===== src/rtl/hv_sram_sequencer_if.sv =====
// Handshake bundle between the SRAM read sequencer and its environment
// (nine SRAM banks in three groups plus the encoder datapath).
interface hv_sram_sequencer_if #(
  parameter int ADDR_WIDTH = 8
);
  logic                  StartValid_SI;
  logic                  StartReady_SO;
  logic [8:0]            SramReady_SI;
  logic [8:0]            SramValid_SI;
  logic [2:0]            ReqValid_SO;
  logic [2:0]            RespReady_SO;
  logic [ADDR_WIDTH-1:0] SramAddr_DO;
  logic                  ChunkValid_SO;
  logic                  ChunkReady_SI;
  logic                  ChunkLast_SO;
  logic                  Done_SO;
  logic                  Error_SO;

  // Sequencer side
  modport master (
    input  StartValid_SI, SramReady_SI, SramValid_SI, ChunkReady_SI,
    output StartReady_SO, ReqValid_SO, RespReady_SO, SramAddr_DO,
           ChunkValid_SO, ChunkLast_SO, Done_SO, Error_SO
  );

  // Environment side (SRAM banks, datapath, sample source)
  modport slave (
    output StartValid_SI, SramReady_SI, SramValid_SI, ChunkReady_SI,
    input  StartReady_SO, ReqValid_SO, RespReady_SO, SramAddr_DO,
           ChunkValid_SO, ChunkLast_SO, Done_SO, Error_SO
  );
endinterface


===== src/rtl/hv_sram_sequencer.sv =====
// SRAM read sequencer for the spatial encoder. For each accepted sample it
// walks rows 0..NUM_CHUNKS-1, requests every row from all nine banks
// (IM, projM-neg, projM-pos; three banks each), waits for all nine responses
// and hands one chunk-ready strobe to the datapath. A watchdog aborts the
// sample if a bank hangs.
module hv_sram_sequencer #(
  parameter int NUM_CHUNKS     = 32,
  parameter int ADDR_WIDTH     = 8,
  parameter int TIMEOUT_CYCLES = 255
) (
  input  logic                Clk_CI,
  input  logic                Reset_RI,
  hv_sram_sequencer_if.master bus
);

  localparam int                    TIMER_WIDTH = $clog2(TIMEOUT_CYCLES + 1);
  localparam logic [ADDR_WIDTH-1:0] LAST_ADDR   = ADDR_WIDTH'(NUM_CHUNKS - 1);
  localparam logic [TIMER_WIDTH-1:0] TIMEOUT_VAL = TIMER_WIDTH'(TIMEOUT_CYCLES);

  typedef enum logic [1:0] {
    S_IDLE,
    S_ISSUE,
    S_WAIT,
    S_EMIT
  } state_e;

  state_e                 state_q, state_d;
  logic [ADDR_WIDTH-1:0]  addr_q, addr_d;
  logic [8:0]             acc_q, acc_d;     // sticky per-bank request accepts
  logic [8:0]             rsp_q, rsp_d;     // sticky per-bank responses
  logic [TIMER_WIDTH-1:0] timer_q, timer_d;
  logic                   error_q, error_d;
  logic                   done_q, done_d;

  logic       in_issue;
  logic       capturing;
  logic       acc_all;
  logic       rsp_all;
  logic       last_chunk;
  logic       timer_expired;
  logic       abort;
  logic [2:0] req_valid;
  logic [2:0] resp_ready;

  assign in_issue      = (state_q == S_ISSUE);
  assign capturing     = (state_q == S_ISSUE) || (state_q == S_WAIT);
  // A bank's own live strobe completes the set in the same cycle it arrives.
  assign acc_all       = &(acc_q | bus.SramReady_SI);
  assign rsp_all       = &(rsp_q | bus.SramValid_SI);
  assign last_chunk    = (addr_q == LAST_ADDR);
  // timer_q counts completed ISSUE/WAIT cycles, so +1 is the current one.
  assign timer_expired = (TIMER_WIDTH'(timer_q + 1'b1) == TIMEOUT_VAL);

  // Next-state logic: chunk sequencing, flag capture and watchdog abort.
  always_comb begin
    // NOTE: every variable gets a default first so no path leaves it unassigned (no latch).
    state_d = state_q;
    addr_d  = addr_q;
    acc_d   = acc_q;
    rsp_d   = rsp_q;
    timer_d = timer_q;
    error_d = error_q;
    done_d  = 1'b0;
    abort   = 1'b0;

    if (in_issue) begin
      acc_d = acc_q | bus.SramReady_SI;
    end
    if (capturing) begin
      rsp_d   = rsp_q | bus.SramValid_SI;
      timer_d = timer_q + 1'b1;
    end

    case (state_q)
      S_IDLE: begin
        if (bus.StartValid_SI) begin
          state_d = S_ISSUE;
          addr_d  = '0;
          acc_d   = '0;
          rsp_d   = '0;
          timer_d = '0;
          error_d = 1'b0;
        end
      end
      S_ISSUE: begin
        // A chunk that completes on the final allowed cycle wins over the watchdog.
        if (acc_all && rsp_all) begin
          state_d = S_EMIT;
        end else if (timer_expired) begin
          abort = 1'b1;
        end else if (acc_all) begin
          state_d = S_WAIT;
        end
      end
      S_WAIT: begin
        if (rsp_all) begin
          state_d = S_EMIT;
        end else if (timer_expired) begin
          abort = 1'b1;
        end
      end
      S_EMIT: begin
        if (bus.ChunkReady_SI) begin
          acc_d   = '0;
          rsp_d   = '0;
          timer_d = '0;
          if (last_chunk) begin
            state_d = S_IDLE;
            addr_d  = '0;
            done_d  = 1'b1;
          end else begin
            state_d = S_ISSUE;
            addr_d  = addr_q + 1'b1;
          end
        end
      end
      default: state_d = S_IDLE;
    endcase

    // Hung bank: drop everything, flag it, no Done.
    if (abort) begin
      state_d = S_IDLE;
      addr_d  = '0;
      acc_d   = '0;
      rsp_d   = '0;
      timer_d = '0;
      error_d = 1'b1;
    end
  end

  // State and flag registers; reset aborts any chunk in flight immediately.
  always_ff @(posedge Clk_CI or negedge Reset_RI) begin
    if (!Reset_RI) begin
      state_q <= S_IDLE;
      addr_q  <= '0;
      acc_q   <= '0;
      rsp_q   <= '0;
      timer_q <= '0;
      error_q <= 1'b0;
      done_q  <= 1'b0;
    end else begin
      // NOTE: non-blocking assignments so every flop samples pre-edge values.
      state_q <= state_d;
      addr_q  <= addr_d;
      acc_q   <= acc_d;
      rsp_q   <= rsp_d;
      timer_q <= timer_d;
      error_q <= error_d;
      done_q  <= done_d;
    end
  end

  // Per-group handshakes, decoded from registered flags only.
  always_comb begin
    req_valid  = '0;
    resp_ready = '0;
    for (int g = 0; g < 3; g++) begin
      req_valid[g]  = in_issue  && !(&acc_q[3*g +: 3]);
      resp_ready[g] = capturing && !(&rsp_q[3*g +: 3]);
    end
  end

  assign bus.ReqValid_SO   = req_valid;
  assign bus.RespReady_SO  = resp_ready;
  assign bus.StartReady_SO = (state_q == S_IDLE);
  assign bus.SramAddr_DO   = addr_q;
  assign bus.ChunkValid_SO = (state_q == S_EMIT);
  assign bus.ChunkLast_SO  = (state_q == S_EMIT) && last_chunk;
  assign bus.Done_SO       = done_q;
  assign bus.Error_SO      = error_q;

endmodule


===== src/flat_wrapper.sv =====
// flat-port wrapper written by rule: the top's interface ports become plain ports
module hv_sram_sequencer_flat 
#(
  parameter int NUM_CHUNKS     = 32,
  parameter int ADDR_WIDTH     = 8,
  parameter int TIMEOUT_CYCLES = 255
)
  (Clk_CI, Reset_RI, bus_StartValid_SI, bus_SramReady_SI, bus_SramValid_SI, bus_ChunkReady_SI, bus_StartReady_SO, bus_ReqValid_SO, bus_RespReady_SO, bus_SramAddr_DO, bus_ChunkValid_SO, bus_ChunkLast_SO, bus_Done_SO, bus_Error_SO);
  hv_sram_sequencer_if #(.ADDR_WIDTH(ADDR_WIDTH)) bus_i ();
  input  logic Clk_CI;
  input  logic Reset_RI;
  input wire logic [$bits(bus_i.StartValid_SI)-1:0] bus_StartValid_SI;
  input wire logic [$bits(bus_i.SramReady_SI)-1:0] bus_SramReady_SI;
  input wire logic [$bits(bus_i.SramValid_SI)-1:0] bus_SramValid_SI;
  input wire logic [$bits(bus_i.ChunkReady_SI)-1:0] bus_ChunkReady_SI;
  output wire logic [$bits(bus_i.StartReady_SO)-1:0] bus_StartReady_SO;
  output wire logic [$bits(bus_i.ReqValid_SO)-1:0] bus_ReqValid_SO;
  output wire logic [$bits(bus_i.RespReady_SO)-1:0] bus_RespReady_SO;
  output wire logic [$bits(bus_i.SramAddr_DO)-1:0] bus_SramAddr_DO;
  output wire logic [$bits(bus_i.ChunkValid_SO)-1:0] bus_ChunkValid_SO;
  output wire logic [$bits(bus_i.ChunkLast_SO)-1:0] bus_ChunkLast_SO;
  output wire logic [$bits(bus_i.Done_SO)-1:0] bus_Done_SO;
  output wire logic [$bits(bus_i.Error_SO)-1:0] bus_Error_SO;
  assign bus_i.StartValid_SI = bus_StartValid_SI;
  assign bus_i.SramReady_SI = bus_SramReady_SI;
  assign bus_i.SramValid_SI = bus_SramValid_SI;
  assign bus_i.ChunkReady_SI = bus_ChunkReady_SI;
  assign bus_StartReady_SO = bus_i.StartReady_SO;
  assign bus_ReqValid_SO = bus_i.ReqValid_SO;
  assign bus_RespReady_SO = bus_i.RespReady_SO;
  assign bus_SramAddr_DO = bus_i.SramAddr_DO;
  assign bus_ChunkValid_SO = bus_i.ChunkValid_SO;
  assign bus_ChunkLast_SO = bus_i.ChunkLast_SO;
  assign bus_Done_SO = bus_i.Done_SO;
  assign bus_Error_SO = bus_i.Error_SO;
  hv_sram_sequencer #(.NUM_CHUNKS(NUM_CHUNKS), .ADDR_WIDTH(ADDR_WIDTH), .TIMEOUT_CYCLES(TIMEOUT_CYCLES)) u_core (.Clk_CI(Clk_CI), .Reset_RI(Reset_RI), .bus(bus_i));
endmodule

===== config.mk =====
export PLATFORM = sky130hd
export DESIGN_NAME = hv_sram_sequencer_flat
export DESIGN_NICKNAME = d
export VERILOG_FILES = /design/src/rtl/hv_sram_sequencer_if.sv /design/src/rtl/hv_sram_sequencer.sv /design/src/flat_wrapper.sv
export SDC_FILE = /design/constraint.sdc
export NUM_CORES = 1
export LEC_CHECK = 0
export CORE_ASPECT_RATIO = 0.5
export CORE_UTILIZATION = 46
export DETAILED_ROUTE_END_ITERATION = 7
export PLACE_DENSITY_LB_ADDON = 0.15
export SLEW_MARGIN = 20
export SYNTH_ARGS = -nofsm -noshare
export SYNTH_HDL_FRONTEND = slang
export SYNTH_SLANG_ARGS = --single-unit

===== constraint.sdc =====
create_clock -name Clk_CI -period 4.5 [get_ports Clk_CI]
set_input_delay 0.45 -clock Clk_CI [delete_from_list [all_inputs] [get_ports Clk_CI]]
set_output_delay 0.45 -clock Clk_CI [all_outputs]
set_load 0.02 [all_outputs]

==> flow_summary.yaml, run 1 <==
logic_synthesis:
  yosysWarnings: 0
  syn_area_um2: 2010
  ys_ff_latch: 38
  postSynth.asyncResetShare_pct: 100
  synth_edf_count: 0
  synth_area_per_cell_um2: 8.98
  synth_ff_type: "dfrtp_1"
  synthTopCellsByArea: "dfrtp_1, nor2_1, a21oi_1"
  ys_seq_area_share_pct: 47.3
  synth_cells: 224
  synth_top_area_share_pct: 47.3
  synth_area_leader_cell: "dfrtp_1"
  syn-num-nets: 254
  yosysUniqueCellTypes: 36
worst_setup_path:
  start_kind: "flip-flop"
  r2r_cells: 8
  reg2reg_to: "u_core.timer_q[4]"
  required_ns: 4.05
  r2r_start: "u_core.timer_q[0]"
  arrival_ns: 2.74
  cpMostUsedCell: "inv_1"
  ff2ff_setup_slack_ns: 1.47
  end_kind: "primary output"
  slowest_delay_ns: 0.66
  path_buf_inv: 3
  cp_top_family: "buffers and inverters"
  worstSetupPathType: "flip-flop to primary output"
  crit_fanout: 18
  crit_slowest_cell: "ha_1"
  cp_cell_sequence: "inv_1 > ha_1 > inv_1 > a31oi_1 > clkdlybuf4s50_1"
power_and_ir_drop:
  internal_power_mw: 1.02
  leakagePower_nw: 1.15
  p_clk_share_pct: 19.5
  swShare_pct: 42.5
  switchingPower_mw: 0.755
  seq_power_share_pct: 30.5
  peakVddDrop_mv: 0.321
  combPwrFrac_pct: 50.0
  powerDensity_nw_per_um2: 691
layout:
  diodes: 0
  final_cell_mix: "nor2_1, clkdlybuf4s50_1, dfrtp_1"
  fillers: 333
  final_common_cell: "nor2_1"
  drive_gt1_share_pct: 4.17
  layout.nets: 293
  area_growth_pct: 28.0
sta:
  slew_headroom_pct: 44.4
  hold_violations: 0
  max_freq_mhz: 314
  fin_setup_tns_ns: 0
  tightest_slew_ns: 0.834
  finalCriticalPeriod_ns: 3.19
  setup-violations-final: 0
  rsz0062_at_grt: "no"
  final-max-slew-violation-count: 0
  finalClockSkew_ns: 0.00578
  post-route-period-util_pct: 70.8
  fin_ws_ns: 1.31
clock_tree:
  clk_latency_ns: 0.29
  post_cts_buffers: 0
  htreeDepth: 2
  cts_buffer_depth: 2
  numCtsBuffers: 5
  hold_buffers: 0
  cts_sinks: 38
  cts_resized: 0
  cts_tree: "done"
  clockRootBuffer: "clkbuf_8"
  path_clk_slew_ns: 0.08
floorplan:
  die_w_um: 95.5
  die_area_um2: 4660
  initial_utilization_pct: 49.7
  num_rows: 16
  fp.coreArea_um2: 4040
  fp.dieH_um: 48.8
  io_pins: 41
detailed_routing:
  wl_per_cell_um: 14.6
  vias: 1872
  detail-route-antenna-nets: 0
  vias_per_cell: 5.89
  routed_wl_mm: 4.65
  drc: 0
  drt_iter0_markers: 93
  firstDrtPassIters: 4
run_status:
  outcome: "finished clean"
global_route:
  grt_pass1_wl_mm: 8.20
  overflow: 0
  grt_max_degree: 39
  groute.usage.overall_pct: 22.8
  grt_pass1_vias: 1778
  antenna_found_initial: 0
placed_design:
  dp_hpwl_mm: 3.30
  gp_congestion: 0.867
  port_buffers: 40
  place_ws_ns: 1.47
hold_path:
  hold_class: "input pin to async pin"
job:
  drv_cap: 0
[worst reg2reg max path: cells and delay by family (launching register included)]
| kind | cells | cell delay, ns |
|---|---|---|
| flops | 1 | 0.41 |
| fa+ha+maj | 1 | 0.26 |
| compound gates | 2 | 0.73 |
| simple gates | 4 | 1.22 |
| buf+inv | 1 | 0.31 |
[routing by layer]
layer | GRT usage, % | wire (um) | vias up
li1 | - | - | 899
met1 | 33.7 | 2210 | 903
met2 | 32.9 | 2090 | 64
met3 | 6.76 | 314 | 6
met4 | 4.98 | 38 | 0
met5 | 0 | 0 | -
[cell families (layout without fill, tap and decap cells)]
group,Yosys count,after routing,share of synthesized area [%]
AND/OR/NAND/NOR,83,83,19.3
AO/OA/AOI/OAI,72,72,22.2
flip-flops,38,38,47.3
buffers and inverters,18,58,3.92
adder cells (fa/ha/maj),8,8,4.98
multiplexers,3,3,1.49
XOR/XNOR,2,2,0.871
[area by class of cell]
cell class	count	area [um2]	area share (%)
sequential	38	951	36.9
multi-input combinational	168	981	38.1
tap	54	67.6	2.63
inverter	9	33.8	1.31
clock inverter	3	68.8	2.67
clock buffer	5	68.8	2.67
timing repair buffer	41	403	15.7
[metrics by stage]
stage | instance area (um2) | cells | power, mW | hold slack [ns] | utilization (%)
floorplan | 2010 | 224 | 1.14 | 0.154 | -
global placement | 2440 | 310 | 1.41 | 0.476 | 60.2
detailed placement | 2440 | 310 | 1.43 | 0.471 | 60.2
CTS | 2570 | 318 | 1.78 | 0.295 | 63.6
global route | 2570 | 318 | 1.92 | 0.331 | 63.6
finish | 2570 | 318 | 1.78 | 0.255 | 63.6
[synthesized netlist by cell type, types with 2 or more instances]
master    instances
a211o_1           2
a211oi_1          2
a21o_1            3
a21oi_1          22
a22oi_1          10
a31oi_1          11
and3_1            3
buf_2             3
clkbuf_1          5
dfrtp_1          38
ha_1              8
inv_1             9
mux2i_1           3
nand2_1           6
nand3_1           7
nand3b_1          4
nand4_1           3
nor2_1           44
nor3_1            8
o21ai_0           9
o22ai_1           8
or3_1             2
[power groups by stage]
stage	registers [mW]	clock network, mW	logic, mW
5_1_grt	0.558	0.372	0.994
2_1_floorplan	0.537	0	0.608
4_1_cts	0.539	0.353	0.886
3_3_place_gp	0.540	0	0.867
3_5_place_dp	0.545	0	0.880
6_report	0.543	0.347	0.888
[how the worst max path moves through the flow]
stage	end	cells after the start	slack (ns)	from
6_report	bus_RespReady_SO[0]	5	1.31	u_core.state_q[1]
2_1_floorplan	u_core.timer_q[5]	8	2.18	u_core.timer_q[0]
4_1_cts	bus_RespReady_SO[0]	5	1.36	u_core.state_q[0]
3_3_place_gp	u_core.timer_q[4]	8	1.60	u_core.timer_q[0]
5_1_grt	bus_RespReady_SO[0]	5	1.13	u_core.state_q[0]
3_5_place_dp	u_core.timer_q[4]	8	1.47	u_core.timer_q[0]
[flip-flops by register name (all words and copies together) (netlist names)]
register / count
u_core.acc_q: 9
u_core.rsp_q: 9
u_core.bus.SramAddr_DO: 8
u_core.timer_q: 8
u_core.state_q: 2
u_core.bus.Done_SO: 1
u_core.bus.Error_SO: 1
No activity file was read; power rests on OpenSTA's default activity.
==> run 2, diff against run 1 <==
==> constraint.sdc (replaced) <==
create_clock -name Clk_CI -period 2.8 [get_ports Clk_CI]
set_input_delay 0.28 -clock Clk_CI [delete_from_list [all_inputs] [get_ports Clk_CI]]
set_output_delay 0.28 -clock Clk_CI [all_outputs]
set_load 0.02 [all_outputs]
==> run 2 against run 1 <==
Sequential power grew 61%. Wire length grew 3.0%. Critical path type unchanged. Flip-flop and latch count is the same. Highest routed layer unchanged. Largest cell class unchanged. Largest power group unchanged.
==> flow_summary.yaml, run 2 (synthesized netlist as in run 1, its figures left out) <==
run_status:
  outcome: "finished clean"
sta:
  hold_violations: 0
  rsz0062_at_grt: "no"
  finalClockSkew_ns: 0.00711
  max_freq_mhz: 380
  slew_headroom_pct: 43.6
  post-route-period-util_pct: 94.0
  tightest_slew_ns: 0.846
  finalCriticalPeriod_ns: 2.63
  setup-violations-final: 0
  final-max-slew-violation-count: 0
  fin_setup_tns_ns: 0
layout:
  multi_input_area_um2: 983
  final_common_cell: "nor2_1"
  area_growth_pct: 28.6
  largestRegisters: "u_core.acc_q (9), u_core.rsp_q (9)"
  drive_gt1_share_pct: 6.32
  diodes: 0
  fillers: 351
  layout.nets: 298
  final-seq-area_um2: 951
  final_cell_mix: "nor2_1, clkdlybuf4s50_1, dfrtp_1"
  fin_cells: 323
placed_design:
  port_buffers: 40
  dp_cells: 315
  gp_congestion: 0.781
  dp_hpwl_mm: 3.37
clock_tree:
  numCtsBuffers: 5
  clockRootBuffer: "clkbuf_8"
  clk_latency_ns: 0.29
  htreeDepth: 2
  cts_sinks: 38
  post_cts_buffers: 0
  hold_buffers: 0
  cts_buffer_depth: 2
  cts_tree: "done"
  path_clk_slew_ns: 0.08
global_route:
  antenna_found_initial: 0
  grt_pass1_vias: 1718
  grt_max_degree: 39
  globalRouteMet2Util_pct: 33.8
  busiest_layer: "met2"
  grt_use_met1_pct: 33.1
  groute.usage.overall_pct: 22.9
  use_met3_pct: 6.13
  grt_pass1_wl_mm: 8.09
  overflow: 0
floorplan:
  fp.dieH_um: 48.8
  die_w_um: 95.5
  io_pins: 41
  initial_utilization_pct: 49.7
  die_area_um2: 4660
  fp.coreArea_um2: 4040
  num_rows: 16
hold_path:
  hold_class: "input pin to async pin"
worst_setup_path:
  arrival_ns: 2.35
  crit_fanout: 5
  end_kind: "primary output"
  required_ns: 2.52
  worstSetupPathType: "flip-flop to primary output"
  start_kind: "flip-flop"
detailed_routing:
  vias_per_cell: 5.75
  routed_wl_mm: 4.79
  wl_per_cell_um: 14.8
  firstDrtPassIters: 4
  drt_iter0_markers: 127
  detail-route-antenna-nets: 0
  drc: 0
  vias: 1856
power_and_ir_drop:
  powerDensity_nw_per_um2: 1090
  peakVddDrop_mv: 0.550
  power_mw: 2.82
  leakagePower_nw: 1.16
job:
  drv_cap: 0
run 2: cell count changes in the layout (fill, tap and decap cells not counted):
cell / previous run / this run
buf_4: 1 / 6
bufinv_16: 2 / 1
clkinv_2: 0 / 2
clkinv_4: 1 / 0
nand2b_1: 1 / 0
nand2b_2: 0 / 1
run 2: worst paths after layout:
check                                                from                         to  slack, ns  depth (start not counted)
worst max-delay path            u_core.bus.SramAddr_DO[0]           bus_ChunkLast_SO       0.17                          5
worst min-delay path                             Reset_RI  u_core.bus.SramAddr_DO[2]       0.09                          1
worst max register to register          u_core.timer_q[0]          u_core.timer_q[5]       0.22                          7
worst min register to register        u_core.bus.Error_SO        u_core.bus.Error_SO       0.48                          1
max in group asynchronous                        Reset_RI          u_core.state_q[1]       2.17                          1
min in group Clk_CI                   u_core.bus.Error_SO        u_core.bus.Error_SO       0.48                          1
run 2: repair_timing:
item / CTS / global route
resized for setup: 0 / 1
hold endpoints to repair: 0 / 0
endpoints found under the setup margin: 0 / 9
run 2: final cells by class:
cell class / count / area share, %
Clock buffer: 5 / 2.66
Clock inverter: 3 / 1.55
Inverter: 9 / 1.31
Multi-Input combinational cell: 168 / 38.0
Sequential cell: 38 / 36.8
Tap cell: 54 / 2.61
Timing Repair Buffer: 46 / 17.0
run 2: worst max-delay path: stages, from the launching register on:
cell	delay, ns
dfrtp_1	0.42
ha_1	0.24
nand4_1	0.14
or4_1	0.53
nor2_1	0.12
clkdlybuf4s50_1	0.61
run 2: power by group:
| group | switching (mW) | internal [mW] |
|---|---|---|
| sequential | 0.152 | 0.722 |
| combinational | 0.877 | 0.606 |
| clock | 0.199 | 0.262 |
| total | 1.23 | 1.59 |
run 2: per-stage QoR:
stage                     setup WS (ns)  hold slack [ns]  cell area (um2)  utilization, %
after floorplan                   0.484          -0.0156             2010               -
after global placement            0.302            0.428             2470            61.2
after CTS                         0.141            0.127             2580            63.9
final                             0.168           0.0852             2580            63.9
after global routing             0.0313            0.162             2580            63.9
after detailed placement          0.167            0.445             2470            61.2
run 2: metal layers:
metal,routed length [um],share of wire [%]
met3,283,5.9
met1,2340,49
met2,2130,44
met4,39,0.81
met5,0,0
